===== src/rtl/arb_conv_32_8_if.sv =====
// Handshake bundle between the two word sources, the arbiter and the 32-to-8 serializer.
// master = source/serializer side (the environment), slave = the arbiter.
interface arb_conv_32_8_if;
  logic        req_a;
  logic [31:0] data_a;
  logic        ack_a;
  logic        req_b;
  logic [31:0] data_b;
  logic        ack_b;
  logic        conv_valid;
  logic [31:0] conv_data;
  logic        gnt_id;
  logic        busy;

  modport master (
    output req_a, data_a, req_b, data_b,
    input  ack_a, ack_b, conv_valid, conv_data, gnt_id, busy
  );

  modport slave (
    input  req_a, data_a, req_b, data_b,
    output ack_a, ack_b, conv_valid, conv_data, gnt_id, busy
  );
endinterface


===== src/rtl/arb_conv_32_8.sv =====
// Round-robin arbiter feeding one 32-to-8 serializer from two word sources.
// Each captured word is held on conv_data with conv_valid high for exactly 4 beats.
//
// state | meaning
// IDLE  | no word in flight, conv_valid low, capture on any enabled request
// SEND  | word held for beats 0..3; beat 3 may capture the next word back-to-back
module arb_conv_32_8 #(
  parameter bit FIRST_PRIO = 1'b0,
  parameter int CNT_W      = 8
) (
  input  logic             clk,
  input  logic             reset_L,
  input  logic             en,
  arb_conv_32_8_if.slave   bus,
  output logic [CNT_W-1:0] cnt_a,
  output logic [CNT_W-1:0] cnt_b
);

  typedef enum logic {IDLE, SEND} state_t;

  state_t           state, state_nxt;
  logic [1:0]       beat, beat_nxt;
  logic             last_gnt, last_nxt;
  logic             valid_q, valid_nxt;
  logic [31:0]      data_q, data_nxt;
  logic             gnt_q, gnt_nxt;
  logic             ack_a_q, ack_a_nxt;
  logic             ack_b_q, ack_b_nxt;
  logic [CNT_W-1:0] cnt_a_nxt, cnt_b_nxt;

  logic word_end;
  logic capture;
  logic win;

  assign word_end = (state == SEND) && (beat == 2'd3);
  assign capture  = en && (bus.req_a || bus.req_b) && ((state == IDLE) || word_end);
  // On a tie the source that did not win last time gets the word.
  assign win      = (bus.req_a && bus.req_b) ? ~last_gnt : bus.req_b;

  always_ff @(posedge clk or negedge reset_L) begin
    if (!reset_L) begin
      state    <= IDLE;
      beat     <= 2'd0;
      last_gnt <= ~FIRST_PRIO;
      valid_q  <= 1'b0;
      data_q   <= 32'd0;
      gnt_q    <= 1'b0;
      ack_a_q  <= 1'b0;
      ack_b_q  <= 1'b0;
      cnt_a    <= '0;
      cnt_b    <= '0;
    end else begin
      state    <= state_nxt;
      beat     <= beat_nxt;
      last_gnt <= last_nxt;
      valid_q  <= valid_nxt;
      data_q   <= data_nxt;
      gnt_q    <= gnt_nxt;
      ack_a_q  <= ack_a_nxt;
      ack_b_q  <= ack_b_nxt;
      cnt_a    <= cnt_a_nxt;
      cnt_b    <= cnt_b_nxt;
    end
  end

  always_comb begin
    state_nxt = state;
    beat_nxt  = beat;
    last_nxt  = last_gnt;
    valid_nxt = valid_q;
    data_nxt  = data_q;
    gnt_nxt   = gnt_q;
    ack_a_nxt = 1'b0;
    ack_b_nxt = 1'b0;
    cnt_a_nxt = cnt_a;
    cnt_b_nxt = cnt_b;

    // The finishing word is counted even when the next one is captured on the same edge.
    if (word_end) begin
      if (gnt_q) cnt_b_nxt = cnt_b + 1'b1;
      else       cnt_a_nxt = cnt_a + 1'b1;
    end

    if (capture) begin
      state_nxt = SEND;
      beat_nxt  = 2'd0;
      valid_nxt = 1'b1;
      data_nxt  = win ? bus.data_b : bus.data_a;
      gnt_nxt   = win;
      last_nxt  = win;
      ack_a_nxt = ~win;
      ack_b_nxt = win;
    end else if (word_end) begin
      state_nxt = IDLE;
      beat_nxt  = 2'd0;
      valid_nxt = 1'b0;
    end else if (state == SEND) begin
      beat_nxt  = beat + 2'd1;
    end
  end

  assign bus.ack_a      = ack_a_q;
  assign bus.ack_b      = ack_b_q;
  assign bus.conv_valid = valid_q;
  assign bus.conv_data  = data_q;
  assign bus.gnt_id     = gnt_q;
  assign bus.busy       = valid_q;

endmodule

===== src/flat_wrapper.sv =====
// flat-port wrapper written by rule: the top's interface ports become plain ports
module arb_conv_32_8_flat 
#(
  parameter bit FIRST_PRIO = 1'b0,
  parameter int CNT_W      = 8
)
  (clk, reset_L, en, cnt_a, cnt_b, bus_req_a, bus_data_a, bus_req_b, bus_data_b, bus_ack_a, bus_ack_b, bus_conv_valid, bus_conv_data, bus_gnt_id, bus_busy);
  arb_conv_32_8_if bus_i ();
  input  logic clk;
  input  logic reset_L;
  input  logic en;
  output logic [CNT_W-1:0] cnt_a;
  output logic [CNT_W-1:0] cnt_b;
  input wire logic [$bits(bus_i.req_a)-1:0] bus_req_a;
  input wire logic [$bits(bus_i.data_a)-1:0] bus_data_a;
  input wire logic [$bits(bus_i.req_b)-1:0] bus_req_b;
  input wire logic [$bits(bus_i.data_b)-1:0] bus_data_b;
  output wire logic [$bits(bus_i.ack_a)-1:0] bus_ack_a;
  output wire logic [$bits(bus_i.ack_b)-1:0] bus_ack_b;
  output wire logic [$bits(bus_i.conv_valid)-1:0] bus_conv_valid;
  output wire logic [$bits(bus_i.conv_data)-1:0] bus_conv_data;
  output wire logic [$bits(bus_i.gnt_id)-1:0] bus_gnt_id;
  output wire logic [$bits(bus_i.busy)-1:0] bus_busy;
  assign bus_i.req_a = bus_req_a;
  assign bus_i.data_a = bus_data_a;
  assign bus_i.req_b = bus_req_b;
  assign bus_i.data_b = bus_data_b;
  assign bus_ack_a = bus_i.ack_a;
  assign bus_ack_b = bus_i.ack_b;
  assign bus_conv_valid = bus_i.conv_valid;
  assign bus_conv_data = bus_i.conv_data;
  assign bus_gnt_id = bus_i.gnt_id;
  assign bus_busy = bus_i.busy;
  arb_conv_32_8 #(.FIRST_PRIO(FIRST_PRIO), .CNT_W(CNT_W)) u_core (.clk(clk), .reset_L(reset_L), .en(en), .bus(bus_i), .cnt_a(cnt_a), .cnt_b(cnt_b));
endmodule

===== config.mk =====
export PLATFORM = sky130hd
export DESIGN_NAME = arb_conv_32_8_flat
export DESIGN_NICKNAME = d
export VERILOG_FILES = /design/src/rtl/arb_conv_32_8_if.sv /design/src/rtl/arb_conv_32_8.sv /design/src/flat_wrapper.sv
export SDC_FILE = /design/constraint.sdc
export NUM_CORES = 1
export LEC_CHECK = 0
export CAP_MARGIN = 20
export CORE_ASPECT_RATIO = 1.2
export CORE_MARGIN = 4
export CORE_UTILIZATION = 43
export CTS_CLUSTER_DIAMETER = 60
export DETAILED_ROUTE_END_ITERATION = 12
export PLACE_DENSITY = 0.85
export SETUP_SLACK_MARGIN = 0.02
export SYNTH_ARGS = -nofsm -noshare
export SYNTH_HDL_FRONTEND = slang
export SYNTH_SLANG_ARGS = --single-unit

===== constraint.sdc =====
create_clock -name clk -period 3.1 [get_ports clk]
set_input_delay 0.62 -clock clk [delete_from_list [all_inputs] [get_ports clk]]
set_output_delay 0.62 -clock clk [all_outputs]
set_load 0.05 [all_outputs]

==> results.sh, run 1 <==
export IMPL_nets=383
export IMPL_crit_path_end_kind="output port"
export IMPL_status="complete, no violations"
export IMPL_ys_seq_area_frac=0.5580
export IMPL_drc=0
export IMPL_grt_pass1_vias=2153
export IMPL_grt_remaining_overflow=0
export IMPL_power_frac_comb=0.586
export IMPL_arrival_ns=1.72
export IMPL_max_stage_delay_ns=0.87
export IMPL_setup_worst_path_start_class="flip-flop"
export IMPL_rows=29
export IMPL_tritoncts="done"
export IMPL_clock_sinks=55
export IMPL_hold_violations=0
export IMPL_placed_area_sq_um=3662
export IMPL_synth_nets=266
export IMPL_cp_slowest_cell="clkdlybuf4s50_1"
export IMPL_cp_required_ns=2.48
export IMPL_clkTransAtPathRegs_ns=0.10
export IMPL_cts_htree_levels=2
export IMPL_fin_tns_setup_ns=0
export IMPL_initial_utilization=0.4536
export IMPL_design_area_sq_um=3747
export IMPL_fmax_mhz=427.3
export IMPL_clock_tree_root_cell="clkbuf_8"
export IMPL_ios=122
export IMPL_synthArstFlopShare=1.000
export IMPL_via_per_inst=5.567
export IMPL_synth_ff_type="dfrtp_1"
export IMPL_finalCritPeriodShare=0.7550
export IMPL_synth_top_area_cell="dfrtp_1"
export IMPL_ys_ff_latch=55
export IMPL_die_area_sq_um=7022
export IMPL_cts_buffers=5
export IMPL_drv_slew=0
export IMPL_drtIter0Drc=101
export IMPL_antenna_found_initial=0
export IMPL_grt_pass1_wl_microns=10360
export IMPL_rsz0062_at_grt="false"
export IMPL_fp_coreArea_sq_um=5443
export IMPL_power_leakage_nw=1.591
export IMPL_dieWidth_microns=77.17
export IMPL_cp_cell_sequence="clkdlybuf4s50_1"
export IMPL_wl_per_cell_microns=17.17
export IMPL_syn_inst=194
export IMPL_fin_crit_ns=2.340
export IMPL_avgSynthCellArea_sq_um=12.72
export IMPL_clk_latency_ns=0.30
export IMPL_synth_area_sq_um=2469
export IMPL_ys_types=29
export IMPL_peakVddDrop_mv=0.5712
export IMPL_relSlewSlack=0.6488
export IMPL_p_seq_frac=0.313
export IMPL_worst_path_buf_inv=1
export IMPL_max_cap_violations=0
export IMPL_clockBufferDepth=2
export IMPL_grt_max_degree=41
export IMPL_hold_buffers=0
export IMPL_grt_usage=0.1816
export IMPL_drt_total_wl_microns=6421
export IMPL_crit_type="flip-flop to output port"
export IMPL_via_count=2082
export IMPL_cts_resized=0
export IMPL_synth_edf_count=0
export IMPL_p_clk_frac=0.101
export IMPL_swShare=0.4767
export IMPL_setup_violations=0
export IMPL_hold_path_class="primary input to async pin"
export IMPL_switching_power_mw=1.836
export IMPL_io_buffers=121
export IMPL_ys_warnings_count=0
export IMPL_post_dp_hpwl_microns=4638
export IMPL_fin_skew_ns=0.005816
export IMPL_chipHeight_microns=91
export IMPL_first_pass_iters=4
export IMPL_final_antenna_net_count=0
export IMPL_insertedDiodeCount=0
export IMPL_crit_fanout=10
export IMPL_p_per_area_nw_per_um2=1028
export IMPL_p_int_mw=2.016
export IMPL_layout_drive_gt1_share=0.05769
export IMPL_post_cts_buffers=0
export IMPL_place_congestion=0.7724
export IMPL_netlist_area_leader_share=0.5474
export IMPL_critPathTopFamily="buffers and inverters"
export IMPL_synthTopCellsByArea="dfrtp_1 55%, a221o_1 13%, a21boi_0 9.7%"
export IMPL_area_growth_pct=51.80
export IMPL_worst_pin_slew_ns=0.5251
==> synthesized netlist by cell type (all sizes together), types with 2 or more instances <==
library cell	count
a21boi	32
a21oi	2
a221o	32
buf	10
clkbuf	6
dfrtp	54
ha	3
mux2	2
nand2	7
nand3	5
nand4	4
nor2	6
nor3	4
xnor2	5
xor2	9
==> cells in the final DEF, fill, tap and decap left out, types with 6 or more instances in the layout <==
| cell | netlist | layout |
|---|---|---|
| nand2_1 | 7 | 7 |
| clkdlybuf4s50_1 | 0 | 120 |
| nor2_1 | 6 | 6 |
| dfrtp_1 | 54 | 54 |
| a221o_1 | 32 | 32 |
| a21boi_0 | 32 | 32 |
| xor2_1 | 9 | 9 |
==> registers in the layout, indices dropped and copies added, names as in the netlist <==
name                  cells
u_core.last_gnt           1
u_core.bus.ack_b          1
u_core.cnt_b              8
u_core.bus.gnt_id         1
u_core.state              1
u_core.bus.ack_a          1
u_core.beat               2
u_core.cnt_a              8
u_core.bus.conv_data     32
==> power groups by stage <==
stage	registers [mW]	logic (mW)	clock network, mW
after floorplan	2.08	0.654	0
after global placement	1.20	2.25	0
after detailed placement	1.21	2.28	0
after CTS	1.21	2.28	0.402
after global routing	1.24	2.39	0.429
final	1.21	2.26	0.388
==> kinds of logic after synthesis <==
| kind of cell | after synthesis | synth area share |
|---|---|---|
| buffers and inverters | 17 | 0.05322 |
| flip-flops | 55 | 0.5580 |
| multiplexers | 2 | 0.009123 |
| AO/OA/AOI/OAI | 71 | 0.2468 |
| XOR/XNOR | 14 | 0.04967 |
| AND/OR/NAND/NOR | 32 | 0.06792 |
| adder cells (fa/ha/maj) | 3 | 0.01521 |
==> worst paths after layout <==
check / startpoint / endpoint / slack [ns] / depth (start not counted)
worst max-delay path: u_core.state / bus_busy / 0.76 / 1
worst min-delay path: reset_L / u_core.cnt_b[3] / 0.21 / 1
worst max register to register: u_core.beat[0] / u_core.bus.conv_data[18] / 1.24 / 5
worst min register to register: u_core.cnt_b[7] / u_core.cnt_b[7] / 0.48 / 1
max in group asynchronous: reset_L / u_core.last_gnt / 2.05 / 2
min in group clk: u_core.cnt_b[7] / u_core.cnt_b[7] / 0.48 / 1
==> metrics by stage <==
step                      cells  setup WS [ns]  power, mW    util  hold WS (ns)
after floorplan             194          1.313      2.730       -        0.3244
after global placement      366         0.9581      3.447  0.6729        0.4575
after detailed placement    366         0.9297      3.493  0.6729        0.4758
after CTS                   374         0.7277      3.892  0.6885        0.2099
after global routing        374         0.6731      4.064  0.6885        0.2191
final                       374         0.7596      3.852  0.6885        0.2076
==> layer usage <==
layer / wire length (microns) / vias to the layer above / GRT usage
met3: 550 / 10 / 0.06238
met5: 0 / - / 0
li1: - / 976 / -
met1: 2581 / 1007 / 0.2208
met4: 89 / 0 / 0.05045
met2: 3200 / 89 / 0.3062
==> final cells by class <==
type	instances	area [sq um]
Clock buffer	6	72.57
Clock inverter	2	12.51
Fill cell	410	1695
Inverter	1	3.754
Multi-Input combinational cell	122	959.7
Sequential cell	55	1378
Tap cell	62	77.57
Timing Repair Buffer	126	1244
Power figures use the tool's default switching activity.
==> inputs of run 2 (changes only) <==
CORE_UTILIZATION = 40   (was 43)
PLACE_DENSITY = 0.8   (was 0.85)
clock period = 2.4 ns   (was 3.1 ns; I/O delays follow)
==> run 2 against run 1 <==
Effect of this change:
- wire length increased by 2.9%
- first-iteration DRC count up 20%
- core utilization decreased by 5.6 points
- non-clock buffer count unchanged
- global-route usage is 0.10 points lower
- register-to-register slack worse by 0.73 ns
- die area is 6.8% higher
- largest power group unchanged
==> results.sh, run 2 (synthesis gave the netlist of run 1 again) <==
export IMPL_status="complete, no violations"
export IMPL_post_dp_hpwl_microns=4789
export IMPL_clkTransAtPathRegs_ns=0.10
export IMPL_crit_type="flip-flop to output port"
export IMPL_hold_buffers=0
export IMPL_grt_pass1_vias=2123
export IMPL_wl_per_cell_microns=16.77
export IMPL_clk_latency_ns=0.32
export IMPL_fin_crit_ns=2.189
export IMPL_cts_htree_levels=2
export IMPL_critPathTopFamily="buffers and inverters"
export IMPL_fmax_mhz=456.8
export IMPL_p_per_area_nw_per_um2=1319
export IMPL_antenna_found_initial=0
export IMPL_setup_worst_path_start_class="flip-flop"
export IMPL_drc=0
export IMPL_grt_max_degree=37
export IMPL_cts_resized=0
export IMPL_crit_path_end_kind="output port"
export IMPL_rows=31
export IMPL_clockBufferDepth=2
export IMPL_insertedDiodeCount=0
export IMPL_finalCritPeriodShare=0.9122
export IMPL_cp_slowest_cell="clkdlybuf4s50_1"
export IMPL_fp_coreArea_sq_um=6012
export IMPL_worst_path_buf_inv=1
export IMPL_clock_sinks=55
export IMPL_worst_pin_slew_ns=0.5761
export IMPL_fin_tns_setup_ns=0
export IMPL_drt_total_wl_microns=6609
export IMPL_layout_drive_gt1_share=0.06090
export IMPL_hold_path_class="primary input to async pin"
export IMPL_fin_skew_ns=0.01557
export IMPL_via_count=2060
export IMPL_relSlewSlack=0.6159
export IMPL_largest_reg_flops=32
export IMPL_setup_violations=0
export IMPL_whs_ns=0.1553
export IMPL_tritoncts="done"
export IMPL_max_cap_violations=0
export IMPL_final_antenna_net_count=0
export IMPL_rsz0062_at_grt="false"
export IMPL_grt_pass1_wl_microns=10490
export IMPL_area_growth_pct=54.08
export IMPL_dieWidth_microns=79.72
export IMPL_peakVddDrop_mv=0.7082
export IMPL_crit_fanout=10
export IMPL_layout_common_cells="120 x clkdlybuf4s50_1, 54 x dfrtp_1, 32 x a21boi_0, 32 x a221o_1, 9 x xor2_1"
export IMPL_final_common_cell="clkdlybuf4s50_1"
export IMPL_arrival_ns=1.71
export IMPL_post_cts_buffers=0
export IMPL_ios=122
export IMPL_place_congestion=0.6996
export IMPL_cts_buffers=5
export IMPL_io_buffers=121
export IMPL_die_area_sq_um=7498
export IMPL_first_pass_iters=5
export IMPL_hold_violations=0
export IMPL_initial_utilization=0.4106
export IMPL_chipHeight_microns=94.06
export IMPL_power_leakage_nw=1.607
export IMPL_grt_remaining_overflow=0
export IMPL_via_per_inst=5.228
export IMPL_drtIter0Drc=121
export IMPL_cp_cell_sequence="clkdlybuf4s50_1"
export IMPL_nets=383
export IMPL_cp_required_ns=1.92
export IMPL_grt_usage=0.1805
export IMPL_drv_slew=0
export IMPL_max_stage_delay_ns=0.87
export IMPL_clock_tree_root_cell="clkbuf_8"
==> run 2: changes by cell type in the layout (fill, tap and decap cells not counted), sizes merged <==
cell / before / now
inv: 1 / 2
clkbuf: 6 / 5
clkinvlp: 1 / 0
clkinv: 1 / 2
==> run 2: where the power goes <==
group          internal, mW  switching, mW
logic                  1.11           1.83
clock network         0.210          0.313
registers              1.29          0.260
==> run 2: final timing paths <==
| kind | slack (ns) | start | depth (start not counted) | to |
|---|---|---|---|---|
| worst min register to register | 0.48 | u_core.cnt_b[7] | 1 | u_core.cnt_b[7] |
| max in group asynchronous | 1.63 | reset_L | 2 | u_core.last_gnt |
| worst max register to register | 0.51 | u_core.beat[0] | 5 | u_core.bus.conv_data[9] |
| worst min-delay path | 0.16 | reset_L | 1 | u_core.cnt_b[7] |
| min in group clk | 0.48 | u_core.cnt_b[7] | 1 | u_core.cnt_b[7] |
| worst max-delay path | 0.21 | u_core.state | 1 | bus_busy |
==> run 2: layer usage <==
metal / vias up / track usage / part of all wire
met3: 8 / 0.04990 / 0.072
met1: 999 / 0.2232 / 0.40
li1: 972 / - / -
met2: 81 / 0.3036 / 0.52
met5: - / 0 / 0
met4: 0 / 0.05731 / 0.011
==> run 2: cell type report <==
class	instances	area [sq um]
multi-input cells	122	959.7
flip-flops and latches	55	1378
fillers	493	2208
clock inverters	3	22.52
well taps	82	102.6
clock buffers	5	68.82
inverters	1	3.754
repair buffers	126	1269
==> run 2: per-stage QoR <==
stage	cells	instance area, sq um	worst slack [ns]	total power [mW]	utilization
3_5_place_dp	386	3712	0.3258	4.523	0.6175
2_1_floorplan	194	2469	0.6132	3.526	-
4_1_cts	394	3804	0.1731	5.059	0.6327
3_3_place_gp	386	3712	0.4111	4.452	0.6175
6_report	394	3804	0.2106	5.015	0.6327
5_1_grt	394	3804	0.1191	5.288	0.6327
